<file path="config.mk">
export PLATFORM = sky130hd
export DESIGN_NAME = rx_pipe_flat
export DESIGN_NICKNAME = d
export VERILOG_FILES = /design/src/rtl/uart_pkg.sv /design/src/rtl/rx_pipe_if.sv /design/src/rtl/uart_rx.sv /design/src/rtl/rx_pipe.sv /design/src/flat_wrapper.sv
export SDC_FILE = /design/constraint.sdc
export NUM_CORES = 1
export LEC_CHECK = 0
export BUFFER_PORTS_ARGS = -buffer_cell sky130_fd_sc_hd__buf_2
export CORE_MARGIN = 5
export CORE_UTILIZATION = 50
export CTS_BUF_LIST = sky130_fd_sc_hd__clkbuf_4 sky130_fd_sc_hd__clkbuf_8
export DETAILED_ROUTE_END_ITERATION = 8
export PLACE_DENSITY = 0.72
export SLEW_MARGIN = 0
export SYNTH_ARGS = -nofsm -noshare
export SYNTH_HDL_FRONTEND = slang
export SYNTH_SLANG_ARGS = --single-unit
</file>
<file path="constraint.sdc">
create_clock -name clk -period 2.3 [get_ports clk]
set_input_delay 0.115 -clock clk [delete_from_list [all_inputs] [get_ports clk]]
set_output_delay 0.115 -clock clk [all_outputs]
set_load 0.005 [all_outputs]
</file>
<file path="src/rtl/uart_pkg.sv">
// Shared UART types and helpers for the receive path.
// Optional 8E1 framing is selected with RX_PIPE_PARITY_EN.
package uart_pkg;

  typedef enum logic [2:0] {
    IDLE,
    START,
    DATA,
    PARITY,
    STOP,
    WAIT_HIGH
  } rx_state_t;

  localparam int UART_DATA_BITS = 8;
  localparam logic UART_IDLE = 1'b1;

  function automatic int clks_per_bit(
    input int clk_freq,
    input int baud
  );
    return clk_freq / baud;
  endfunction

endpackage

</file>
<file path="src/rtl/rx_pipe_if.sv">
// Core-facing bundle of the receive pipe: serial pin in,
// FIFO head out with pop_front/empty handshake.
interface rx_pipe_if;
  logic       rx;
  logic       pop_front;
  logic [7:0] data_out;
  logic       empty;
  logic       error;

  modport master (
    output rx,
    output pop_front,
    input  data_out,
    input  empty,
    input  error
  );

  modport slave (
    input  rx,
    input  pop_front,
    output data_out,
    output empty,
    output error
  );
endinterface

</file>
<file path="src/rtl/uart_rx.sv">
// UART frame deserialiser: synchroniser, bit FSM, shift register.
// RX_PIPE_PARITY_EN adds an even-parity bit before the stop bit.
module uart_rx
  import uart_pkg::*;
#(
  parameter int CLKS_PER_BIT = 1250
) (
  input  logic       clk,
  input  logic       rst,
  input  logic       rx,
  output logic       byte_valid,
  output logic [7:0] rx_byte,
  output logic       frame_err,
  output logic       parity_err
);

  localparam int CW = $clog2(CLKS_PER_BIT);
  localparam int HALF_T =
    (CLKS_PER_BIT / 2 > 0) ? CLKS_PER_BIT / 2 - 1 : 0;

  rx_state_t state, state_n;

  logic          s1, rx_s, rx_prev;
  logic [CW-1:0] cnt;
  logic [2:0]    bit_idx;
  logic [7:0]    shreg;
  logic          tick;
  logic          fall;
  logic          last_bit;

  always_ff @(posedge clk or posedge rst) begin
    if (rst) begin
      s1      <= UART_IDLE;
      rx_s    <= UART_IDLE;
      rx_prev <= UART_IDLE;
    end else begin
      s1      <= rx;
      rx_s    <= s1;
      rx_prev <= rx_s;
    end
  end

  assign fall = rx_prev & ~rx_s;
  assign last_bit =
    (bit_idx == 3'(UART_DATA_BITS - 1));

  always_comb begin
    if (state == START)
      tick = (cnt == CW'(HALF_T));
    else
      tick = (cnt == CW'(CLKS_PER_BIT - 1));
  end

  always_ff @(posedge clk or posedge rst) begin
    if (rst) state <= IDLE;
    else     state <= state_n;
  end

  always_comb begin
    state_n = state;
    unique case (state)
      IDLE:
        if (fall) state_n = START;
      START:
        if (tick) state_n = rx_s ? IDLE : DATA;
      DATA:
        if (tick && last_bit) begin
`ifdef RX_PIPE_PARITY_EN
          state_n = PARITY;
`else
          state_n = STOP;
`endif
        end
      PARITY:
        if (tick) state_n = STOP;
      STOP:
        if (tick) state_n = rx_s ? IDLE : WAIT_HIGH;
      WAIT_HIGH:
        if (rx_s) state_n = IDLE;
      default:
        state_n = IDLE;
    endcase
  end

`ifdef RX_PIPE_PARITY_EN
  logic perr_q;

  always_ff @(posedge clk or posedge rst) begin
    if (rst)
      perr_q <= 1'b0;
    else if (state == IDLE)
      perr_q <= 1'b0;
    else if (state == PARITY && tick)
      perr_q <= ^{shreg, rx_s};
  end
`else
  logic perr_q;
  assign perr_q = 1'b0;
`endif

  always_comb begin
    byte_valid = 1'b0;
    frame_err  = 1'b0;
    parity_err = 1'b0;
    if (state == STOP && tick) begin
      byte_valid = rx_s & ~perr_q;
      frame_err  = ~rx_s;
      parity_err = perr_q;
    end
  end

  always_ff @(posedge clk or posedge rst) begin
    if (rst) begin
      cnt     <= '0;
      bit_idx <= '0;
      shreg   <= '0;
    end else begin
      if (state == IDLE || tick) cnt <= '0;
      else                       cnt <= cnt + 1'b1;
      if (state == IDLE)
        bit_idx <= '0;
      else if (state == DATA && tick) begin
        bit_idx <= bit_idx + 1'b1;
        shreg   <= {rx_s, shreg[7:1]};
      end
    end
  end

  assign rx_byte = shreg;

endmodule

</file>
<file path="src/rtl/rx_pipe.sv">
// UART receiver with first-word fall-through byte FIFO.
// Build with RX_PIPE_PARITY_EN for 8E1 frames.
module rx_pipe
  import uart_pkg::*;
#(
  parameter int CLK_FREQ = 12_000_000,
  parameter int BAUD     = 9_600,
  parameter int DEPTH    = 16
) (
  input logic clk,
  input logic rst,
  rx_pipe_if.slave bus
);

  localparam int CPB = clks_per_bit(CLK_FREQ, BAUD);
  localparam int AW  = $clog2(DEPTH);

  logic          byte_valid;
  logic [7:0]    rx_byte;
  logic          frame_err;
  logic          parity_err;
  logic [AW:0]   wr_ptr, rd_ptr;
  logic [7:0]    mem [DEPTH];
  logic          empty, full;
  logic          do_push, do_pop, overrun;
  logic          error_q;

  uart_rx #(
    .CLKS_PER_BIT(CPB)
  ) u_rx (
    .clk        (clk),
    .rst        (rst),
    .rx         (bus.rx),
    .byte_valid (byte_valid),
    .rx_byte    (rx_byte),
    .frame_err  (frame_err),
    .parity_err (parity_err)
  );

  assign empty = (wr_ptr == rd_ptr);
  assign full  = (wr_ptr[AW] != rd_ptr[AW]) &&
                 (wr_ptr[AW-1:0] == rd_ptr[AW-1:0]);

  // A pop frees the slot, so a push into a full FIFO is legal that cycle.
  assign do_pop  = bus.pop_front & ~empty;
  assign do_push = byte_valid & (~full | do_pop);
  assign overrun = byte_valid & full & ~do_pop;

  always_ff @(posedge clk or posedge rst) begin
    if (rst) begin
      wr_ptr  <= '0;
      rd_ptr  <= '0;
      error_q <= 1'b0;
    end else begin
      if (do_push) wr_ptr <= wr_ptr + 1'b1;
      if (do_pop)  rd_ptr <= rd_ptr + 1'b1;
      if (frame_err | parity_err | overrun)
        error_q <= 1'b1;
    end
  end

  always_ff @(posedge clk) begin
    if (do_push) mem[wr_ptr[AW-1:0]] <= rx_byte;
  end

  assign bus.empty    = empty;
  assign bus.error    = error_q;
  assign bus.data_out =
    empty ? 8'h00 : mem[rd_ptr[AW-1:0]];

endmodule

</file>
<file path="src/flat_wrapper.sv">
// flat-port wrapper written by rule: the top's interface ports become plain ports
module rx_pipe_flat import uart_pkg::*;
#(
  parameter int CLK_FREQ = 12_000_000,
  parameter int BAUD     = 9_600,
  parameter int DEPTH    = 16
)
  (clk, rst, bus_rx, bus_pop_front, bus_data_out, bus_empty, bus_error);
  rx_pipe_if bus_i ();
  input logic clk;
  input logic rst;
  input wire logic [$bits(bus_i.rx)-1:0] bus_rx;
  input wire logic [$bits(bus_i.pop_front)-1:0] bus_pop_front;
  output wire logic [$bits(bus_i.data_out)-1:0] bus_data_out;
  output wire logic [$bits(bus_i.empty)-1:0] bus_empty;
  output wire logic [$bits(bus_i.error)-1:0] bus_error;
  assign bus_i.rx = bus_rx;
  assign bus_i.pop_front = bus_pop_front;
  assign bus_data_out = bus_i.data_out;
  assign bus_empty = bus_i.empty;
  assign bus_error = bus_i.error;
  rx_pipe #(.CLK_FREQ(CLK_FREQ), .BAUD(BAUD), .DEPTH(DEPTH)) u_core (.clk(clk), .rst(rst), .bus(bus_i));
endmodule
</file>
==> impl_metrics.csv, run 1 <==
group,metric,value,unit
placed_design,io_buffer_count,13,
sta,timing.max_slew.rel_slack,0.505,
clock_tree,max-clock-path-buffers,2,
sta,max_transition_viols_final,0,
synth,synthCells,382,
placed_design,place_area,7560,um2
route,final_routed_wire_length_divided_by_cell_count,21.8,um
power,power_per_cell_area,806,nW/um2
synth,ys_seq_area_frac,0.694,
critical_path,worst-path-stages,5,
floorplanning,die-height,128,um
global_routing,number_of_antenna_violations_at_the_first_check_in_global_routing,0,
critical_path,timing.setup.critical_path_class,"flip-flop to output port",
placed_design,pre_cts_ws,-0.0107,ns
sta,post-route-min-period,2.56,ns
synth,postSynthAreaPerCell,18.2,um2
synth,async_reset_ff_frac,0.234,
synth,yosys_top_cell_by_area,"sky130_fd_sc_hd__edfxtp_1",
synth,syn_nets,394,
clock_tree,htreeDepth,4,
critical_path,crit_path_end_kind,"output port",
floorplanning,pin_count,14,
critical_path,cp_data_arrival_time,2.44,ns
critical_path,crit_path_frequent_cell,"sky130_fd_sc_hd__mux4_2",
synth,yosysWarnings,0,
route,drtPass1Iterations,5,
synth,yosysTopAreaCellShare,0.553,
sta,period_utilisation_layout,1.11,
clock_tree,insertion_delay,0.44,ns
critical_path,cp_top_family,"multiplexers",
synth,postSynth.topFlopCell,"sky130_fd_sc_hd__edfxtp_1",
critical_path,crit_path_max_fanout,8,
critical_path,cp_cell_sequence,"buf_12 > mux4_2 > mux4_2 > nor2b_4 > buf_2",
placed_design,dp_hpwl,9270,um
finish,layout_common_cells,"128 x sky130_fd_sc_hd__edfxtp_1, 40 x sky130_fd_sc_hd__mux4_2, 36 x sky130_fd_sc_hd__buf_4",
global_routing,grt_overflow,0,
synth,synth_edf_count,128,
floorplanning,initial_standard_cell_utilization_of_the_core,0.505,
finish,layout.cells.most_common,"sky130_fd_sc_hd__edfxtp_1",
finish,fillerInstances,1009,
sta,worst-slew-pin-transition,0.742,ns
floorplanning,die_width,128,um
power,total_power,6.58,mW
sta,max_fclk,391,MHz
finish,footprint_of_the_multi_input_gates,2190,um2
sta,report.final.setup_viol,48,
floorplanning,core-area,13800,um2
finish,design_area,8170,um2
finish,layout-area-overhead-vs-synth,17.5,%
job,drv.max_cap_violation_count,0,
floorplanning,fp-row-count,43,
critical_path,rr_worst_depth,8,
sta,finalHoldViolCount,0,
placed_design,routabilityCongestion,0.823,
sta,finClkSkew,0.0125,ns
synth,ys_seq_elements,167,
sta,setup_repair_after_global_routing_missed_its_margin,"yes",
critical_path,worst_path_largest_cell_delay,0.56,ns
route,total_via_count_in_the_routed_design,3578,
finish,n_antenna_cell,0,
outcome,violations,"negative setup slack",
route,drt_iter0_drc,274,
finish,number_of_nets_in_the_final_layout,461,
clock_tree,cts-buffers-inserted,17,
global_routing,grt_max_degree,40,
clock_tree,tritoncts,"yes",
power,max-vdd-ir-drop,0.000579,V
critical_path,worst_ep_required_time,2.18,ns
route,viasPerCell,5.57,
critical_path,worstPathBufferInverterCount,2,
clock_tree,cts_sinks,167,
clock_tree,clkSlewWorstSetupHoldPaths,0.08,ns
clock_tree,cts_root_buf,"sky130_fd_sc_hd__clkbuf_8",
global_routing,grt_util_all_layers,0.182,
worst_hold_path,min-delay-path-class,"input port to async pin",
route,detail-route-antenna-nets,0,
route,wl,14000,um
power,p_leak,3.33,nW
synth,synth.lib_cells_used.distinct,47,
sta,timing.final.ws_setup,-0.258,ns
floorplanning,design.die.area,16400,um2
critical_path,cp-start-kind,"flip-flop",
global_routing,via_count_of_the_first_global_routing_pass,3737,
finish,seq_area,4830,um2
critical_path,cell_with_the_biggest_individual_delay_on_the_critical_path,"sky130_fd_sc_hd__mux4_2",
route,drc_violations,0,
finish,layout_cells_sized_above_1,0.390,
synth,synthesis.area,6950,um2
global_routing,grt_pass1_wl,21800,um
outcome,status,"finished, violations left",
synth,top_cells_by_area_synth,"sky130_fd_sc_hd__edfxtp_1 55%, sky130_fd_sc_hd__dfrtp_1 13%, sky130_fd_sc_hd__mux4_2 13%",
metrics by stage:
step	std cells	hold WS (ns)	util	TNS [ns]
floorplan	382	0.119	-	0
global placement	600	0.219	0.549	0
detailed placement	600	0.221	0.549	-0.162
CTS	636	0.282	0.579	-1.92
global route	642	0.287	0.593	-10.28
finish	642	0.326	0.593	-2.84
cells by family after synthesis:
logic type	Yosys count	synth area share
XOR/XNOR	22	0.0277
adder cells (fa/ha/maj)	8	0.0144
buffers and inverters	24	0.0139
flip-flops	167	0.694
AND/OR/NAND/NOR	93	0.0821
multiplexers	50	0.150
AO/OA/AOI/OAI	18	0.0182
per-layer routing:
layer  routed length, um  share of wire  vias up  track usage
met3                 768          0.055        8       0.0433
met5                   0              0        -            0
met1                5630           0.40     1821        0.246
li1                    -              -     1629            -
met4                 144          0.010        0       0.0562
met2                7450           0.53      120        0.296
flip-flops by register name (all words and copies together) (netlist names), 3 cells and up:
name / count
u_core.wr_ptr: 5
u_core.u_rx.cnt: 11
u_core.u_rx.rx_byte: 8
u_core.u_rx.state: 3
u_core.u_rx.bit_idx: 3
u_core.mem: 128
u_core.rd_ptr: 5
tightest hold or removal path, cell delays in order:
cell and delay [ns]:
sky130_fd_sc_hd__dlygate4sd3_1 0.53, sky130_fd_sc_hd__buf_2 0.12, sky130_fd_sc_hd__inv_1 0.04, sky130_fd_sc_hd__buf_4 0.42
repair_timing:
| action | in CTS | in global routing |
|---|---|---|
| pin swaps | 0 | 6 |
| setup buffers | 1 | 4 |
| gates cloned | 0 | 2 |
| gates resized for setup | 8 | 31 |
| endpoints found under the hold margin | 38 | 0 |
| endpoints found under the setup margin | 56 | 135 |
| hold buffers | 3 | 0 |
where the power goes:
group	switching, mW	leakage, nW	internal, mW
clock network	0.977	0.180	0.875
logic	0.646	1.16	0.672
registers	0.108	2.00	3.31
total	1.73	3.33	4.85
cell usage after synthesis (2+ instances only):
library cell	n
sky130_fd_sc_hd__a22o_1	2
sky130_fd_sc_hd__and2_1	5
sky130_fd_sc_hd__and3_1	14
sky130_fd_sc_hd__buf_1	2
sky130_fd_sc_hd__buf_2	5
sky130_fd_sc_hd__clkbuf_1	9
sky130_fd_sc_hd__dfrtp_1	36
sky130_fd_sc_hd__dfstp_2	3
sky130_fd_sc_hd__edfxtp_1	128
sky130_fd_sc_hd__ha_1	8
sky130_fd_sc_hd__inv_1	8
sky130_fd_sc_hd__mux2_2	2
sky130_fd_sc_hd__mux2_4	8
sky130_fd_sc_hd__mux4_2	40
sky130_fd_sc_hd__nand2_1	9
sky130_fd_sc_hd__nand3_1	8
sky130_fd_sc_hd__nand3b_1	2
sky130_fd_sc_hd__nand4_1	2
sky130_fd_sc_hd__nor2_1	21
sky130_fd_sc_hd__nor2b_1	11
sky130_fd_sc_hd__nor3_1	2
sky130_fd_sc_hd__nor3b_1	3
sky130_fd_sc_hd__nor4_1	2
sky130_fd_sc_hd__nor4_2	3
sky130_fd_sc_hd__o21ai_0	5
sky130_fd_sc_hd__o2bb2ai_1	2
sky130_fd_sc_hd__o31ai_1	2
sky130_fd_sc_hd__xnor2_1	10
sky130_fd_sc_hd__xor2_1	12
path summary, 6_finish.rpt:
path | to | slack (ns) | startpoint
max | bus_data_out[7] | -0.26 | u_core.rd_ptr[0]
max in group asynchronous | u_core.u_rx.rx_prev | 1.59 | rst
min in group clk | u_core.u_rx.s1 | 0.33 | bus_rx
min reg2reg | u_core.u_rx.rx_s | 0.36 | u_core.u_rx.s1
max reg2reg | u_core.mem[0][3] | -0.05 | u_core.u_rx.state[1]
min | u_core.u_rx.cnt[9] | 0.33 | rst
layout make-up:
class / instances / share of cell area
Sequential cell: 167 / 0.591
Multi-Input combinational cell: 191 / 0.269
Timing Repair Buffer: 64 / 0.0660
Clock buffer: 24 / 0.0374
Tap cell: 180 / 0.0276
Clock inverter: 8 / 0.00613
Inverter: 8 / 0.00368
No activity file was read; power rests on OpenSTA's default activity.
==> run 2, diff against run 1 <==
CORE_ASPECT_RATIO = 1.2   (was not set)
CTS_BUF_LIST = sky130_fd_sc_hd__clkbuf_16   (was sky130_fd_sc_hd__clkbuf_4 sky130_fd_sc_hd__clkbuf_8)
==> run 2 against run 1 <==
  * The run still ends with negative setup slack left
  * Combinational power grew 13%
  * Sequential share of layout area decreased by 0.91 points
  * Final cell count down 2.5%
  * Sequential power barely moved
  * Clock skew is 0.0049 ns lower
  * Utilization grew 1.2 points
  * Register-to-register slack better by 0.10 ns
  * Maximum frequency is 1.5% higher
  * Die area about the same
  * Sequential cell count unchanged
==> impl_metrics.csv, run 2 (synthesis results as in run 1) <==
group,metric,value,unit
outcome,status,"finished, violations left",
outcome,violations,"negative setup slack",
finish,layout_common_cells,"128 x sky130_fd_sc_hd__edfxtp_1, 40 x sky130_fd_sc_hd__mux4_2, 35 x sky130_fd_sc_hd__dfrtp_1",
placed_design,io_buffer_count,13,
finish,n_antenna_cell,0,
sta,max_fclk,397,MHz
route,total_via_count_in_the_routed_design,3558,
clock_tree,max-clock-path-buffers,2,
placed_design,place_area,7530,um2
power,power_frac_comb,0.194,
floorplanning,initial_standard_cell_utilization_of_the_core,0.507,
floorplanning,die-height,139,um
global_routing,via_count_of_the_first_global_routing_pass,3818,
floorplanning,design.die.area,16400,um2
clock_tree,tritoncts,"yes",
route,drt_iter0_drc,334,
power,power_frac_clock,0.367,
worst_hold_path,timing.hold.worst_path_depth,3,
clock_tree,cts_sinks,167,
route,viasPerCell,5.68,
finish,largest_register_ffs,128,
critical_path,rr_worst_depth,6,
placed_design,dp_hpwl,8850,um
sta,period_utilisation_layout,1.10,
power,switchingPower,1.84,mW
job,drv.max_cap_violation_count,0,
route,final_routed_wire_length_divided_by_cell_count,21.9,um
critical_path,timing.setup.critical_path_class,"flip-flop to output port",
critical_path,crit_path_max_fanout,10,
floorplanning,die_width,118,um
global_routing,grt_overflow,0,
critical_path,cp-start-kind,"flip-flop",
power,p_leak,3.43,nW
clock_tree,insertion_delay,0.41,ns
clock_tree,htreeDepth,4,
power,cellInternalPower,5.87,mW
power,power_per_cell_area,931,nW/um2
sta,finalHoldViolCount,0,
global_routing,grt_pass1_wl,22000,um
sta,setup_repair_after_global_routing_missed_its_margin,"yes",
finish,fillerInstances,977,
critical_path,cp_data_arrival_time,2.40,ns
finish,layout.cells.most_common,"sky130_fd_sc_hd__edfxtp_1",
route,drc_violations,0,
placed_design,routabilityCongestion,0.797,
route,detail-route-antenna-nets,0,
critical_path,worst_ep_required_time,2.18,ns
clock_tree,cts-buffers-inserted,17,
sta,timing.final.ws_setup,-0.219,ns
route,wl,13700,um
floorplanning,core-area,13700,um2
critical_path,crit_path_end_kind,"output port",
finish,number_of_nets_in_the_final_layout,455,
sta,report.final.setup_viol,8,
global_routing,number_of_antenna_violations_at_the_first_check_in_global_routing,0,
critical_path,reg2reg_slack,0.05,ns
power,max-vdd-ir-drop,0.000532,V
sta,post-route-min-period,2.52,ns
power,total_power,7.72,mW
floorplanning,pin_count,14,
finish,layout_cells_sized_above_1,0.356,
finish,layout-area-overhead-vs-synth,19.3,%
finish,design_area,8300,um2
sta,worst-slew-pin-transition,0.656,ns
sta,hold-worst-slack,0.0731,ns
sta,timing.max_slew.rel_slack,0.563,
clock_tree,clkSlewWorstSetupHoldPaths,0.06,ns
global_routing,grt_util_all_layers,0.179,
sta,setup_total_negative_slack,-1.56,ns
worst_hold_path,min-delay-path-class,"input port to flip-flop",
floorplanning,fp-row-count,47,
sta,max_transition_viols_final,0,
sta,finClkSkew,0.00761,ns
clock_tree,cts_root_buf,"sky130_fd_sc_hd__clkbuf_16",
power,seq_power_share,0.440,
route,drtPass1Iterations,4,
global_routing,grt_max_degree,40,
power,switching_part_of_the_total_power,0.239,
run 2: cell types whose count changed in the layout (fill, tap and decap cells not counted), sizes merged:
cell	before	now
clkbuf	25	17
buf	60	56
bufinv	0	4
inv	9	13
clkinvlp	3	1
dlygate4sd3	3	2
run 2: worst paths after layout:
kind / start / endpoint
max reg2reg: u_core.u_rx.state[1] / u_core.mem[11][6]
max in group asynchronous: rst / u_core.rd_ptr[0]
max: u_core.rd_ptr[0] / bus_data_out[4]
min reg2reg: u_core.u_rx.s1 / u_core.u_rx.rx_s
min in group asynchronous: rst / u_core.u_rx.cnt[4]
min: bus_pop_front / u_core.rd_ptr[0]
run 2: layer usage:
| layer | vias up | global-route usage | routed length (um) |
|---|---|---|---|
| li1 | 1617 | - | - |
| met1 | 1831 | 0.229 | 5520 |
| met2 | 93 | 0.301 | 7210 |
| met3 | 17 | 0.0486 | 729 |
| met4 | 0 | 0.0543 | 251 |
| met5 | - | 0 | 0 |
run 2: cell type report:
class / count / area, um2 / area share
Inverter: 8 / 30.0 / 0.00362
Tap cell: 171 / 214 / 0.0258
Clock buffer: 17 / 425 / 0.0513
Multi-Input combinational cell: 191 / 2110 / 0.255
Sequential cell: 167 / 4820 / 0.582
Clock inverter: 14 / 170 / 0.0205
Timing Repair Buffer: 58 / 518 / 0.0624
run 2: per-stage QoR:
step	utilization	cells	worst slack, ns
finish	0.605	626	-0.219
detailed placement	0.550	587	0.0168
CTS	0.601	624	-0.210
floorplan	-	382	0.00213
global route	0.605	626	-0.302
global placement	0.550	587	0.0499
run 2: timing repair:
action                     in CTS  in global routing
pin swaps                       0                  0
buffers inserted                2                  2
hold buffers                    2                  0
cloned                          2                  0
hold endpoints to repair       37                  0
setup endpoints to repair       8                133
gates resized for setup         5                 10
run 2: power groups by stage:
stage	Combinational (mW)	Sequential (mW)	Clock [mW]
6_report	1.49	3.39	2.83
2_1_floorplan	0.893	3.44	0
4_1_cts	1.52	3.39	2.88
5_1_grt	1.62	3.40	3.05
3_3_place_gp	1.25	3.47	0
3_5_place_dp	1.27	3.48	0
run 2: critical path: stages (launching register included):
cell	delay (ns)
sky130_fd_sc_hd__dfrtp_2	0.38
sky130_fd_sc_hd__buf_12	0.16
sky130_fd_sc_hd__buf_16	0.16
sky130_fd_sc_hd__mux4_2	0.56
sky130_fd_sc_hd__mux4_2	0.47
sky130_fd_sc_hd__nor2b_1	0.14
sky130_fd_sc_hd__buf_2	0.12
==> run 3, diff against run 2 <==
CORE_MARGIN = not set   (was 5)
==> run 3 against run 2 <==
  * The run still ends with negative setup slack left
  * Via count up 1.7%
  * Critical endpoint unchanged
  * Sequential cell count is the same
  * Highest routed layer unchanged
  * Cell area decreased by 0.38%
  * Wire length up 1.8%
  * Worst hold slack lost 0.0069 ns
  * Largest power group unchanged
  * Register-to-register slack improved by 0.03 ns
  * Critical path depth is the same
==> impl_metrics.csv, run 3 (synthesis results as in run 1) <==
group,metric,value,unit
outcome,status,"finished, violations left",
outcome,violations,"negative setup slack",
finish,fin_util,0.616,
floorplanning,fp-row-count,46,
sta,setup_repair_after_global_routing_missed_its_margin,"yes",
sta,period_utilisation_layout,1.09,
clock_tree,cts-buffers-inserted,17,
placed_design,placedCellCount,584,
sta,setup_total_negative_slack,-1.53,ns
sta,max_fclk,398,MHz
global_routing,number_of_antenna_violations_at_the_first_check_in_global_routing,0,
clock_tree,clkSlewWorstSetupHoldPaths,0.06,ns
critical_path,timing.setup.critical_path_class,"flip-flop to output port",
worst_hold_path,worst_hold_launch,"bus_pop_front",
sta,finClkSkew,0.00750,ns
critical_path,cp_data_arrival_time,2.40,ns
placed_design,dp_hpwl,9030,um
sta,post-route-min-period,2.51,ns
clock_tree,cts_root_buf,"sky130_fd_sc_hd__clkbuf_16",
critical_path,worst_path_largest_cell_delay,0.53,ns
finish,n_antenna_cell,0,
finish,layout-area-overhead-vs-synth,18.9,%
critical_path,reg2reg_slack,0.08,ns
finish,layout_common_cells,"128 x sky130_fd_sc_hd__edfxtp_1, 40 x sky130_fd_sc_hd__mux4_2, 35 x sky130_fd_sc_hd__dfrtp_1",
sta,worst-slew-pin-transition,0.707,ns
critical_path,crit_path_max_fanout,7,
clock_tree,cts_sinks,167,
floorplanning,design.die.area,14400,um2
critical_path,crit_path_end_kind,"output port",
critical_path,crit_path_frequent_cell,"sky130_fd_sc_hd__mux4_2",
floorplanning,initial_standard_cell_utilization_of_the_core,0.518,
power,power_per_cell_area,905,nW/um2
floorplanning,die-height,131,um
global_routing,grt_util_all_layers,0.215,
critical_path,cp_cell_sequence,"buf_12 > clkbuf_16 > mux4_2 > mux4_2 > nor2b_1 > buf_2",
critical_path,worst_r2r_endpoint,"u_core.mem[0][7]",
finish,largest_register_ffs,128,
critical_path,cp-start-kind,"flip-flop",
critical_path,rr_worst_depth,9,
finish,layout_cells_sized_above_1,0.373,
finish,final_cells,624,
floorplanning,pin_count,14,
global_routing,grt_overflow,0,
clock_tree,tritoncts,"yes",
global_routing,grt_max_degree,40,
sta,finalHoldViolCount,0,
critical_path,worst-path-stages,6,
critical_path,worst_ep_required_time,2.18,ns
sta,max_transition_viols_final,0,
clock_tree,htreeDepth,4,
worst_hold_path,timing.hold.worst_path_depth,3,
sta,timing.final.ws_setup,-0.214,ns
job,drv.max_cap_violation_count,0,
placed_design,io_buffer_count,13,
global_routing,grt_pass1_wl,21600,um
floorplanning,die_width,110,um
placed_design,pre_cts_ws,-0.00144,ns
floorplanning,core-area,13400,um2
finish,number_of_nets_in_the_final_layout,455,
route,viasPerCell,5.80,
worst_hold_path,min-delay-path-class,"input port to flip-flop",
route,drt_iter0_drc,221,
power,p_leak,3.42,nW
clock_tree,max-clock-path-buffers,2,
worst_hold_path,whs_endpoint,"u_core.rd_ptr[0]",
placed_design,routabilityCongestion,0.813,
power,total_power,7.48,mW
clock_tree,insertion_delay,0.42,ns
power,max-vdd-ir-drop,0.000525,V
route,drc_violations,0,
route,wl,14000,um
global_routing,via_count_of_the_first_global_routing_pass,3767,
route,final_routed_wire_length_divided_by_cell_count,22.4,um
critical_path,worstPathBufferInverterCount,3,
route,detail-route-antenna-nets,0,
critical_path,cell_with_the_biggest_individual_delay_on_the_critical_path,"sky130_fd_sc_hd__mux4_2",
finish,layout.cells.most_common,"sky130_fd_sc_hd__edfxtp_1",
sta,report.final.setup_viol,8,
critical_path,regToRegStartpoint,"u_core.rd_ptr[0]",
route,total_via_count_in_the_routed_design,3620,
sta,timing.max_slew.rel_slack,0.529,
route,drtPass1Iterations,5,
critical_path,cp_top_family,"multiplexers",
==> run 3: worst max-delay path by stage <==
stage,slack [ns],end,startpoint
2_1_floorplan,0.002,u_core.mem[10][0],u_core.u_rx.state[0]
3_5_place_dp,-0.001,u_core.mem[3][2],u_core.u_rx.state[1]
3_3_place_gp,0.03,u_core.mem[3][2],u_core.u_rx.state[1]
5_1_grt,-0.31,bus_data_out[3],u_core.rd_ptr[0]
6_report,-0.21,bus_data_out[4],u_core.rd_ptr[0]
4_1_cts,-0.26,bus_data_out[6],u_core.rd_ptr[0]
==> run 3: repair_timing <==
action | CTS | global route
resized for setup | 2 | 10
pin swaps | 0 | 3
setup buffers | 1 | 2
hold buffers | 2 | 0
gates cloned | 0 | 3
hold endpoints to repair | 37 | 0
endpoints found under the setup margin | 18 | 142
==> run 3: final cells by class <==
class,count,area [um2]
Clock buffer,17,425
Clock inverter,15,104
Fill cell,947,5150
Inverter,8,30.0
Multi-Input combinational cell,191,2130
Sequential cell,167,4820
Tap cell,168,210
Timing Repair Buffer,58,543
==> run 3: power breakdown <==
group	internal, mW	switching (mW)
Sequential	3.31	0.0884
Clock	1.38	1.15
Combinational	0.829	0.726
==> run 3: worst min-delay path, delay by kind of cell <==
kind                   cells  cell delay (ns)
buffers and inverters      1             0.13
AND/OR/NAND/NOR            1             0.12
XOR/XNOR                   1             0.08
==> run 3: layer usage <==
layer / GRT usage / wire [um] / share of wire
met4: 0.0881 / 301 / 0.022
met3: 0.0427 / 706 / 0.051
met5: 0 / 0 / 0
met2: 0.350 / 7540 / 0.54
met1: 0.282 / 5410 / 0.39
==> run 3: metrics by stage <==
stage | cell area (um2) | hold slack, ns
detailed placement | 7550 | 0.221
CTS | 8120 | 0.0411
finish | 8260 | 0.0662
floorplan | 7000 | 0.119
global placement | 7550 | 0.222
global route | 8260 | 0.0771
